**config.mk**
```make
export PLATFORM = sky130hd
export DESIGN_NAME = imem_loader_flat
export DESIGN_NICKNAME = d
export VERILOG_FILES = /design/src/rtl/imem_loader_if.sv /design/src/rtl/imem_loader.sv /design/src/flat_wrapper.sv
export SDC_FILE = /design/constraint.sdc
export NUM_CORES = 1
export LEC_CHECK = 0
export BUFFER_PORTS_ARGS = -buffer_cell sky130_fd_sc_hd__buf_2
export CAP_MARGIN = 30
export CELL_PAD_IN_SITES_DETAIL_PLACEMENT = 0
export CELL_PAD_IN_SITES_GLOBAL_PLACEMENT = 1
export CORE_UTILIZATION = 50
export CTS_CLUSTER_DIAMETER = 80
export CTS_CLUSTER_SIZE = 10
export DETAILED_ROUTE_END_ITERATION = 8
export PLACE_DENSITY = 0.88
export SLEW_MARGIN = 15
export SYNTH_ARGS = -nofsm -noshare
export SYNTH_HDL_FRONTEND = slang
export SYNTH_SLANG_ARGS = --single-unit
```
**constraint.sdc**
```tcl
create_clock -name clk -period 3.2 [get_ports clk]
set_input_delay 0.64 -clock clk [delete_from_list [all_inputs] [get_ports clk]]
set_output_delay 0.64 -clock clk [all_outputs]
set_load 0.02 [all_outputs]
```
**src/rtl/imem_loader_if.sv**
```systemverilog
// imem_loader_if: byte-stream input and instruction-memory write port of the
// boot loader.
//   rx_data/rx_valid/rx_ready : UART receive stream (valid/ready)
//   we/waddr/wdata            : instruction-memory write port
// Modports: master = loader side, slave = UART/memory side.
interface imem_loader_if #(
  parameter int ADDR_W = 8
);
  logic [7:0]        rx_data;
  logic              rx_valid;
  logic              rx_ready;
  logic              we;
  logic [ADDR_W-1:0] waddr;
  logic [31:0]       wdata;

  modport master (
    input  rx_data, rx_valid,
    output rx_ready, we, waddr, wdata
  );

  modport slave (
    output rx_data, rx_valid,
    input  rx_ready, we, waddr, wdata
  );
endinterface

```
**src/rtl/imem_loader.sv**
```systemverilog
// imem_loader: boot-time program loader. Parses MAGIC, LEN_LO, LEN_HI,
// 4*N little-endian data bytes and an XOR checksum from the byte stream,
// writes each word into instruction memory, and holds the core in reset
// until a checksum-verified image is stored.
//   clk, rst_n : system clock, async active-low reset
//   bus        : rx stream in, instruction-memory write port out
//   cpu_rst_n  : core reset, released only while a valid image is loaded
//   busy       : load in progress (LEN0..CSUM)
//   done       : valid image loaded
//   err        : last load failed (sticky until next MAGIC)
//
// state | meaning
// IDLE  | waiting for MAGIC after reset
// LEN0  | expecting word-count low byte
// LEN1  | expecting word-count high byte; bounds check
// DATA  | assembling and writing words
// CSUM  | expecting checksum byte
// DONE  | image valid, core released
// ERR   | load rejected, core held
module imem_loader #(
  parameter int          ADDR_W = 8,
  parameter logic [7:0]  MAGIC  = 8'hA5
) (
  input  logic               clk,
  input  logic               rst_n,
  imem_loader_if.master      bus,
  output logic               cpu_rst_n,
  output logic               busy,
  output logic               done,
  output logic               err
);

  typedef enum logic [2:0] {IDLE, LEN0, LEN1, DATA, CSUM, DONE, ERR} state_t;

  localparam int unsigned       CAP   = 32'd1 << ADDR_W;
  localparam logic [ADDR_W-1:0] ONE_A = 1;

  state_t            state, state_nxt;
  logic              rx_ready_q;
  logic              we_q, we_d;
  logic [ADDR_W-1:0] waddr_q, waddr_d;
  logic [31:0]       wdata_q, wdata_d;
  logic              busy_d, done_d, err_d;

  logic [15:0]       len_q;
  logic [ADDR_W-1:0] word_addr;
  logic [1:0]        byte_idx;
  logic [31:0]       asm_q;
  logic [7:0]        csum_q;

  logic              acc;
  logic [15:0]       len_in;
  logic [31:0]       asm_nxt;
  logic              last_word;

  assign acc       = bus.rx_valid && rx_ready_q;
  assign len_in    = {bus.rx_data, len_q[7:0]};
  // Little-endian: bytes enter at the top and shift down, so the first byte
  // of a word ends up in [7:0] after four shifts.
  assign asm_nxt   = {bus.rx_data, asm_q[31:8]};
  assign last_word = (32'(word_addr) + 32'd1) == 32'(len_q);

  assign bus.rx_ready = rx_ready_q;
  assign bus.we       = we_q;
  assign bus.waddr    = waddr_q;
  assign bus.wdata    = wdata_q;

  // State and registered outputs
  always_ff @(posedge clk or negedge rst_n) begin
    if (!rst_n) begin
      state      <= IDLE;
      rx_ready_q <= 1'b0;
      we_q       <= 1'b0;
      waddr_q    <= '0;
      wdata_q    <= '0;
      busy       <= 1'b0;
      done       <= 1'b0;
      err        <= 1'b0;
      cpu_rst_n  <= 1'b0;
    end else begin
      state      <= state_nxt;
      rx_ready_q <= 1'b1;
      we_q       <= we_d;
      waddr_q    <= waddr_d;
      wdata_q    <= wdata_d;
      busy       <= busy_d;
      done       <= done_d;
      err        <= err_d;
      cpu_rst_n  <= done_d;
    end
  end

  always_comb begin
    state_nxt = state;
    if (acc) begin
      case (state)
        IDLE, DONE, ERR: if (bus.rx_data == MAGIC) state_nxt = LEN0;
        LEN0:            state_nxt = LEN1;
        LEN1: begin
          if (32'(len_in) > CAP)  state_nxt = ERR;
          else if (len_in == '0)  state_nxt = CSUM;
          else                    state_nxt = DATA;
        end
        DATA:            if (byte_idx == 2'd3 && last_word) state_nxt = CSUM;
        CSUM:            state_nxt = (bus.rx_data == csum_q) ? DONE : ERR;
        default:         state_nxt = IDLE;
      endcase
    end
  end

  // Next values of the registered outputs
  always_comb begin
    we_d    = acc && (state == DATA) && (byte_idx == 2'd3);
    waddr_d = we_d ? word_addr : waddr_q;
    wdata_d = we_d ? asm_nxt : wdata_q;
    busy_d  = state_nxt inside {LEN0, LEN1, DATA, CSUM};
    done_d  = state_nxt == DONE;
    err_d   = state_nxt == ERR;
  end

  // Load datapath
  always_ff @(posedge clk or negedge rst_n) begin
    if (!rst_n) begin
      len_q     <= '0;
      word_addr <= '0;
      byte_idx  <= '0;
      asm_q     <= '0;
      csum_q    <= '0;
    end else if (acc) begin
      case (state)
        IDLE, DONE, ERR: if (bus.rx_data == MAGIC) csum_q <= '0;
        LEN0: len_q[7:0] <= bus.rx_data;
        LEN1: begin
          len_q[15:8] <= bus.rx_data;
          word_addr   <= '0;
          byte_idx    <= '0;
          csum_q      <= '0;
        end
        DATA: begin
          asm_q    <= asm_nxt;
          csum_q   <= csum_q ^ bus.rx_data;
          byte_idx <= byte_idx + 2'd1;
          if (byte_idx == 2'd3) word_addr <= word_addr + ONE_A;
        end
        default: ;
      endcase
    end
  end

endmodule

```
**src/flat_wrapper.sv**
```systemverilog
// flat-port wrapper written by rule: the top's interface ports become plain ports
module imem_loader_flat 
#(
  parameter int          ADDR_W = 8,
  parameter logic [7:0]  MAGIC  = 8'hA5
)
  (clk, rst_n, cpu_rst_n, busy, done, err, bus_rx_data, bus_rx_valid, bus_rx_ready, bus_we, bus_waddr, bus_wdata);
  imem_loader_if #(.ADDR_W(ADDR_W)) bus_i ();
  input  logic clk;
  input  logic rst_n;
  output logic cpu_rst_n;
  output logic busy;
  output logic done;
  output logic err;
  input wire logic [$bits(bus_i.rx_data)-1:0] bus_rx_data;
  input wire logic [$bits(bus_i.rx_valid)-1:0] bus_rx_valid;
  output wire logic [$bits(bus_i.rx_ready)-1:0] bus_rx_ready;
  output wire logic [$bits(bus_i.we)-1:0] bus_we;
  output wire logic [$bits(bus_i.waddr)-1:0] bus_waddr;
  output wire logic [$bits(bus_i.wdata)-1:0] bus_wdata;
  assign bus_i.rx_data = bus_rx_data;
  assign bus_i.rx_valid = bus_rx_valid;
  assign bus_rx_ready = bus_i.rx_ready;
  assign bus_we = bus_i.we;
  assign bus_waddr = bus_i.waddr;
  assign bus_wdata = bus_i.wdata;
  imem_loader #(.ADDR_W(ADDR_W), .MAGIC(MAGIC)) u_core (.clk(clk), .rst_n(rst_n), .bus(bus_i), .cpu_rst_n(cpu_rst_n), .busy(busy), .done(done), .err(err));
endmodule
```
==> results of run 1 <==
-- layer usage --
metal | vias up | share of wire (%) | track usage [%]
li1 | 1564 | - | -
met1 | 1609 | 48 | 30.6
met2 | 84 | 47 | 33.5
met3 | 8 | 4.5 | 2.79
met4 | 0 | 1.2 | 7.58
met5 | - | 0 | 0
-- cell type report --
type | instances | area share (%)
Clock buffer | 10 | 2.58
Clock inverter | 6 | 0.913
Inverter | 6 | 0.421
Multi-Input combinational cell | 283 | 36.9
Sequential cell | 106 | 49.6
Tap cell | 129 | 3.02
Timing Repair Buffer | 65 | 6.56
-- placed cells by master (no fill, tap or decap), drive strengths merged, types with 2 or more instances in the layout --
cell,n
a2111oi,4
a21o,2
a21oi,3
a41oi,2
buf,65
clkbuf,10
clkinvlp,2
dfrtp,106
ha,2
inv,9
mux2,56
nand2,83
nand3,6
nand3b,2
nand4,5
nor2,19
nor3,3
nor3b,4
nor4,11
o21ai,31
o31ai,4
o41ai,3
or2,2
or4,4
or4b,3
xnor2,9
xor2,12
-- sequential cells by signal, indices dropped and copies added (netlist names) --
| signal | cells |
|---|---|
| u_core.word_addr | 8 |
| u_core.state | 3 |
| u_core.bus.rx_ready | 1 |
| u_core.bus.waddr | 8 |
| u_core.busy | 1 |
| u_core.asm_q | 24 |
| u_core.bus.wdata | 32 |
| u_core.len_q | 16 |
| u_core.byte_idx | 2 |
| u_core.cpu_rst_n | 1 |
| u_core.err | 1 |
| u_core.bus.we | 1 |
| u_core.csum_q | 8 |
-- report_power, final --
part / internal (uW) / switching (uW)
Sequential: 1820 / 385
Combinational: 681 / 902
Clock: 314 / 456
-- critical path, stage by stage, from the launching register on --
cell and delay [ps]:
dfrtp_1 380, ha_1 230, or4b_2 600, nor4_1 330, o2111ai_1 230, a2111oi_4 340, a21o_1 180, a41oi_1 120
-- per-stage QoR --
step,area (um^2),worst slack [ps],std cells
detailed placement,5160,596,589
CTS,5340,624,605
global route,5340,411,605
finish,5340,649,605
global placement,5160,659,589
floorplan,4800,772,426
-- cells in the mapped netlist, drive strengths merged --
cell | n | area [um^2]
o41ai | 3 | 26.3
a221oi | 1 | 8.76
or3 | 1 | 6.26
nand3 | 6 | 35.0
inv | 6 | 22.5
nor3b | 4 | 35.0
and3 | 1 | 6.26
o21ai | 31 | 155
nand2 | 83 | 312
o31ai | 4 | 30.0
a21oi | 3 | 22.5
a41oi | 2 | 17.5
xnor2 | 9 | 78.8
buf | 15 | 97.6
nor4 | 11 | 90.1
nand4 | 5 | 31.3
nor2b | 1 | 6.26
o211a | 1 | 10.0
dfrtp | 106 | 2650
or4b | 3 | 33.8
a211oi | 1 | 7.51
or2 | 2 | 12.5
a21boi | 1 | 11.3
and4 | 1 | 8.76
clkbuf | 16 | 60.1
or4 | 4 | 33.8
conb | 1 | 3.75
o21a | 1 | 7.51
nand3b | 2 | 15.0
xor2 | 12 | 105
o2111ai | 1 | 8.76
a2111oi | 4 | 73.8
mux2 | 56 | 631
nor3 | 3 | 15.0
o211ai | 1 | 7.51
nor2 | 19 | 71.3
a21o | 2 | 15.0
ha | 2 | 25.0
nand4b | 1 | 8.76
-- worst min-delay path by stage --
stage / end / slack, ps
finish: u_core.bus.waddr[0]$_DFFE_PN0P_ / 260
global placement: u_core.asm_q[10]$_DFFE_PN0P_ / 460
global route: u_core.bus.waddr[0]$_DFFE_PN0P_ / 290
floorplan: u_core.asm_q[10]$_DFFE_PN0P_ / 340
detailed placement: u_core.asm_q[13]$_DFFE_PN0P_ / 460
CTS: u_core.bus.waddr[0]$_DFFE_PN0P_ / 270
-- kinds of logic after synthesis --
group,share of synthesized area [%]
multiplexers,13.1
adder cells (fa/ha/maj),0.521
AND/OR/NAND/NOR,15.0
XOR/XNOR,3.83
flip-flops,55.3
buffers and inverters,3.75
AO/OA/AOI/OAI,8.37
other,0.0782
==> metrics.md, run 1 <==
| Metric | Value |
|---|---|
| Vias in the first global route | `3213` |
| Area of the multi-input gates | `1970 um^2` |
| P_leak | `0.00263 uW` |
| Num rows | `35` |
| Final number of setup-violating endpoints | `0` |
| Clk slew on worst S/H paths | `100 ps` |
| Worst R2R Path Depth | `7` |
| Synth Instances | `426` |
| First-pass GRT wire length | `around 16 mm` |
| Worst setup endpoint | `u_core.busy$_DFF_PN0_` |
| DRC viols | `0` |
| Hold Vio Cnt, Final | `0` |
| Antenna Cells | `0` |
| Clock Sinks | `106` |
| Root buffer cell | `clkbuf_8` |
| Peak Freq | `392 MHz` |
| # fillers | `around 840` |
| Post-DR wirelength/cell | `about 16 um` |
| PortBufs | `56` |
| Initial antenna violation count | `0` |
| Initial DRC count | `115` |
| Worst hold slack | `262 ps` |
| Crit path launch type | `flop` |
| Worst r2r dst | `u_core.busy$_DFF_PN0_` |
| Utilization after layout | `a little under three fifths` |
| RR Startpoint | `u_core.byte_idx[0]$_DFFE_PN0P_` |
| Chip height | `100 um` |
| Routability Congestion | `roughly 0.81` |
| Yosys warning count | `0` |
| Grt total ovfl | `0` |
| Layout cell share with drive strength beyond 1 | `between 30% and 40%` |
| WP data required | `3410 ps` |
| Count of cell types in the netlist | `51` |
| Arr. time, crit path | `2770 ps` |
| Max Root-Sink Buffers | `2` |
| First-pass DRT Iterations | `4` |
| Synthesized Nets | `439` |
| RSZ-0062 raised after global routing | `false` |
| Period utilisation layout | `79.7%` |
| Vias per inst | `5.40` |
| Syn-to-layout area delta | `11.4%` |
| Relative slew slack | `a little under three fifths` |
| Clock skew | `8.04 ps` |
| Worst reg2reg setup slack | `650 ps` |
| Peak supply drop | `0.533 mV` |
| DP HPWL | `6.72 mm` |
| Largest net degree at the start of global routing | `45` |
| Setup TNS | `0 ps` |
| Synth Cell Area | `about 4800 um^2` |
| Seq cells post-synth | `106` |
| Avg Inst Size Synth | `around 11 um^2` |
| CTS Buf Count | `9` |
| Top Ports | `57` |
| Die area | `9990 um^2` |
| Sequential fraction of the synthesis area | `between 50% and 60%` |
| Post-CTS Setup Inserts | `0` |
| CTS tree | `yes` |
| Clock insertion delay at the later pin of the skew report | `around 360 ps` |
| H-tree depth | `3` |
| CP Launch Point | `u_core.byte_idx[0]$_DFFE_PN0P_` |
| Maximum fanout along the worst path | `3` |
| Via count | `3265` |
| Slew @ Worst Pin | `634 ps` |
| Sequential Area | `2650 um^2` |
| WS Path Type | `flop to flop` |
| Die Wd | `100 um` |
| Max-Cap Viols | `0` |
| Slew Limit Fails | `0` |
| Power Density | `853 nW/um^2` |
| Nets | `484` |
| Setup crit end kind | `flop` |
| Hold-fix buffers, CTS | `0` |
| Initial Util | `51.7%` |
| Core ar. | `9280 um^2` |
| Hold crit path type | `input pin to asynchronous set/reset pin` |
| CTS resizes | `0` |
| Routed Antenna Nets | `0` |
| Final wirelength | `9.63 mm` |
| Status | `finished clean` |
| GRT Total Usage | `about a fifth` |
| Tot Pwr | `4560 uW` |
| Tmin final | `2550 ps` |
(Power assumes the default switching activity.)
==> inputs of run 2 (changes only) <==
--- a/config.mk
+++ b/config.mk
@@ -9,11 +9,11 @@
 export CAP_MARGIN = 30
 export CELL_PAD_IN_SITES_DETAIL_PLACEMENT = 0
 export CELL_PAD_IN_SITES_GLOBAL_PLACEMENT = 1
-export CORE_UTILIZATION = 50
+export CORE_UTILIZATION = 46
 export CTS_CLUSTER_DIAMETER = 80
 export CTS_CLUSTER_SIZE = 10
 export DETAILED_ROUTE_END_ITERATION = 8
-export PLACE_DENSITY = 0.88
+export PLACE_DENSITY = 0.82
 export SLEW_MARGIN = 15
 export SYNTH_ARGS = -nofsm -noshare
 export SYNTH_HDL_FRONTEND = slang
==> constraint.sdc (replaced) <==
create_clock -name clk -period 2.65 [get_ports clk]
set_input_delay 0.53 -clock clk [delete_from_list [all_inputs] [get_ports clk]]
set_output_delay 0.53 -clock clk [all_outputs]
set_load 0.02 [all_outputs]
==> run 2 against run 1 <==
  * Utilization fell by 3.4 points
  * Clock skew up 3.8 ps
  * Maximum frequency rose by 2.1%
  * Clock-buffer cell count down 1
  * Sequential power is 20% higher
  * Via count decreased by 0.18%
  * Setup slack worse by 500 ps
==> metrics.md, run 2 (synthesis results as in run 1) <==
| Metric | Value |
|---|---|
| Clock skew | `11.9 ps (was 8.04 ps)` |
| Antenna Cells | `0 (unchanged)` |
| P_leak | `0.00265 uW (was 0.00263 uW)` |
| Maximum fanout along the worst path | `3 (unchanged)` |
| Most frequent cells in the layout | `dfrtp_1 (106), nand2_1 (82), mux2_2 (56) (unchanged)` |
| Die area | `10800 um^2 (was 9990 um^2)` |
| H-tree depth | `3 (unchanged)` |
| Crit path launch type | `flop (unchanged)` |
| Period utilisation layout | `94.3% (was 79.7%)` |
| Syn-to-layout area delta | `12.3% (was 11.4%)` |
| Tmin final | `2500 ps (was 2550 ps)` |
| CTS tree | `yes (unchanged)` |
| Worst r2r dst | `u_core.busy$_DFF_PN0_ (unchanged)` |
| Initial Util | `48.2% (was 51.7%)` |
| Clock Sinks | `106 (unchanged)` |
| RR Startpoint | `u_core.byte_idx[0]$_DFFE_PN0P_ (unchanged)` |
| Max Root-Sink Buffers | `2 (unchanged)` |
| Max reg flops | `32 (unchanged)` |
| Largest net degree at the start of global routing | `72 (was 45)` |
| Initial antenna violation count | `0 (unchanged)` |
| Met3 wire length | `343 um (was 430 um)` |
| Initial DRC count | `174 (was 115)` |
| Peak supply drop | `0.409 mV (was 0.533 mV)` |
| CTS resizes | `0 (unchanged)` |
| Hold Vio Cnt, Final | `0 (unchanged)` |
| Max-Cap Viols | `0 (unchanged)` |
| Slew Limit Fails | `0 (unchanged)` |
| Hold-fix buffers, CTS | `0 (unchanged)` |
| Met1 Wirelength | `4.83 mm (was 4.58 mm)` |
| Setup TNS | `0 ps (unchanged)` |
| First-pass DRT Iterations | `4 (unchanged)` |
| GRT Total Usage | `19.2% (was 21.3%)` |
| Arr. time, crit path | `2700 ps (was 2770 ps)` |
| Final wirelength | `9.73 mm (was 9.63 mm)` |
| Vias per inst | `5.32 (was 5.40)` |
| CTS Buf Count | `9 (unchanged)` |
| Top layer in use | `met4 (unchanged)` |
| WP data required | `2850 ps (was 3410 ps)` |
| Root buffer cell | `clkbuf_8 (unchanged)` |
| Num rows | `36 (was 35)` |
| Hold crit path type | `input pin to asynchronous set/reset pin (unchanged)` |
| Worst reg2reg setup slack | `150 ps (was 650 ps)` |
| RSZ-0062 raised after global routing | `false (unchanged)` |
| Clock insertion delay at the later pin of the skew report | `360 ps (about the same)` |
| Relative slew slack | `61.7% (was 57.4%)` |
| Metal2 WL | `4.53 mm (was 4.49 mm)` |
| Slew @ Worst Pin | `570 ps (was 634 ps)` |
| WS Path Type | `flop to flop (unchanged)` |
| Post-CTS Setup Inserts | `0 (unchanged)` |
| DP HPWL | `6.73 mm (was 6.72 mm)` |
| Routed Antenna Nets | `0 (unchanged)` |
| Routability Congestion | `0.840 (was 0.810)` |
| Peak Freq | `400 MHz (was 392 MHz)` |
| Post-DR wirelength/cell | `15.9 um (about the same)` |
| Utilization after layout | `54.1% (was 57.6%)` |
| Chip height | `104 um (was 100 um)` |
| Via count | `3259 (was 3265)` |
| Grt total ovfl | `0 (unchanged)` |
| Power Density | `1020 nW/um^2 (was 853 nW/um^2)` |
| PortBufs | `56 (unchanged)` |
| Vias in the first global route | `3234 (was 3213)` |
| Nets | `489 (was 484)` |
| Setup crit end kind | `flop (unchanged)` |
| # fillers | `868 (was 843)` |
| Most common cell after layout, fill and taps aside | `dfrtp_1 (unchanged)` |
| DRC viols | `0 (unchanged)` |
| Core ar. | `9950 um^2 (was 9280 um^2)` |
| Die Wd | `104 um (was 100 um)` |
| Worst R2R Path Depth | `7 (unchanged)` |
| Status | `finished clean (unchanged)` |
| First-pass GRT wire length | `16.6 mm (was 16.4 mm)` |
| Final number of setup-violating endpoints | `0 (unchanged)` |
| Layout cell share with drive strength beyond 1 | `32.9% (was 32.4%)` |
| Clk slew on worst S/H paths | `100 ps (about the same)` |
| Top Ports | `57 (unchanged)` |
run 2: changes by cell type in the layout (fill, tap and decap cells not counted):
cell,before,now
buf_12,0,1
buf_4,10,14
clkinvlp_4,2,3
clkinv_2,1,0
clkbuf_8,10,9
run 2: stage by stage:
stage	power, uW	hold WS [ps]	setup WS, ps	std cells	area (um^2)
6_report	5510	122	150	613	5390
5_1_grt	5910	146	64.0	613	5390
4_1_cts	5580	131	155	613	5390
3_5_place_dp	4660	463	190	598	5210
3_3_place_gp	4580	457	269	598	5210
2_1_floorplan	3980	234	332	426	4800
run 2: layout make-up:
class / count / area [um^2] / share of cell area (%)
Sequential cell: 106 / 2650 / 49.2
Inverter: 6 / 22.5 / 0.418
Clock inverter: 6 / 51.3 / 0.952
Clock buffer: 9 / 124 / 2.30
Tap cell: 133 / 166 / 3.09
Multi-Input combinational cell: 283 / 1970 / 36.6
Timing Repair Buffer: 70 / 400 / 7.43
run 2: how the worst max path moves through the flow:
stage	end	slack, ps	start
floorplan	u_core.err$_DFF_PN0_	330	bus_rx_data[6]
global placement	u_core.err$_DFF_PN0_	270	bus_rx_data[4]
detailed placement	u_core.busy$_DFF_PN0_	190	u_core.byte_idx[0]$_DFFE_PN0P_
CTS	u_core.busy$_DFF_PN0_	150	u_core.byte_idx[0]$_DFFE_PN0P_
global route	u_core.busy$_DFF_PN0_	60	u_core.byte_idx[0]$_DFFE_PN0P_
finish	u_core.busy$_DFF_PN0_	150	u_core.byte_idx[0]$_DFFE_PN0P_
run 2: per-layer routing:
layer / GRT usage (%) / up-vias
met5: 0 / -
met2: 29.4 / 58
li1: - / 1567
met1: 28.2 / 1630
met4: 6.12 / 0
met3: 2.69 / 4
run 2: report_power, final:
| group | internal [uW] | switching (uW) |
|---|---|---|
| combinational | 839 | 1110 |
| sequential | 2200 | 453 |
| clock | 350 | 562 |
| total | 3390 | 2130 |
run 2: critical path: stages, from the launching register on:
cell and delay, ps:
dfrtp_1 390, ha_1 190, or4b_2 600, nor4_1 300, o2111ai_1 200, a2111oi_4 330, a21o_1 190, a41oi_1 130
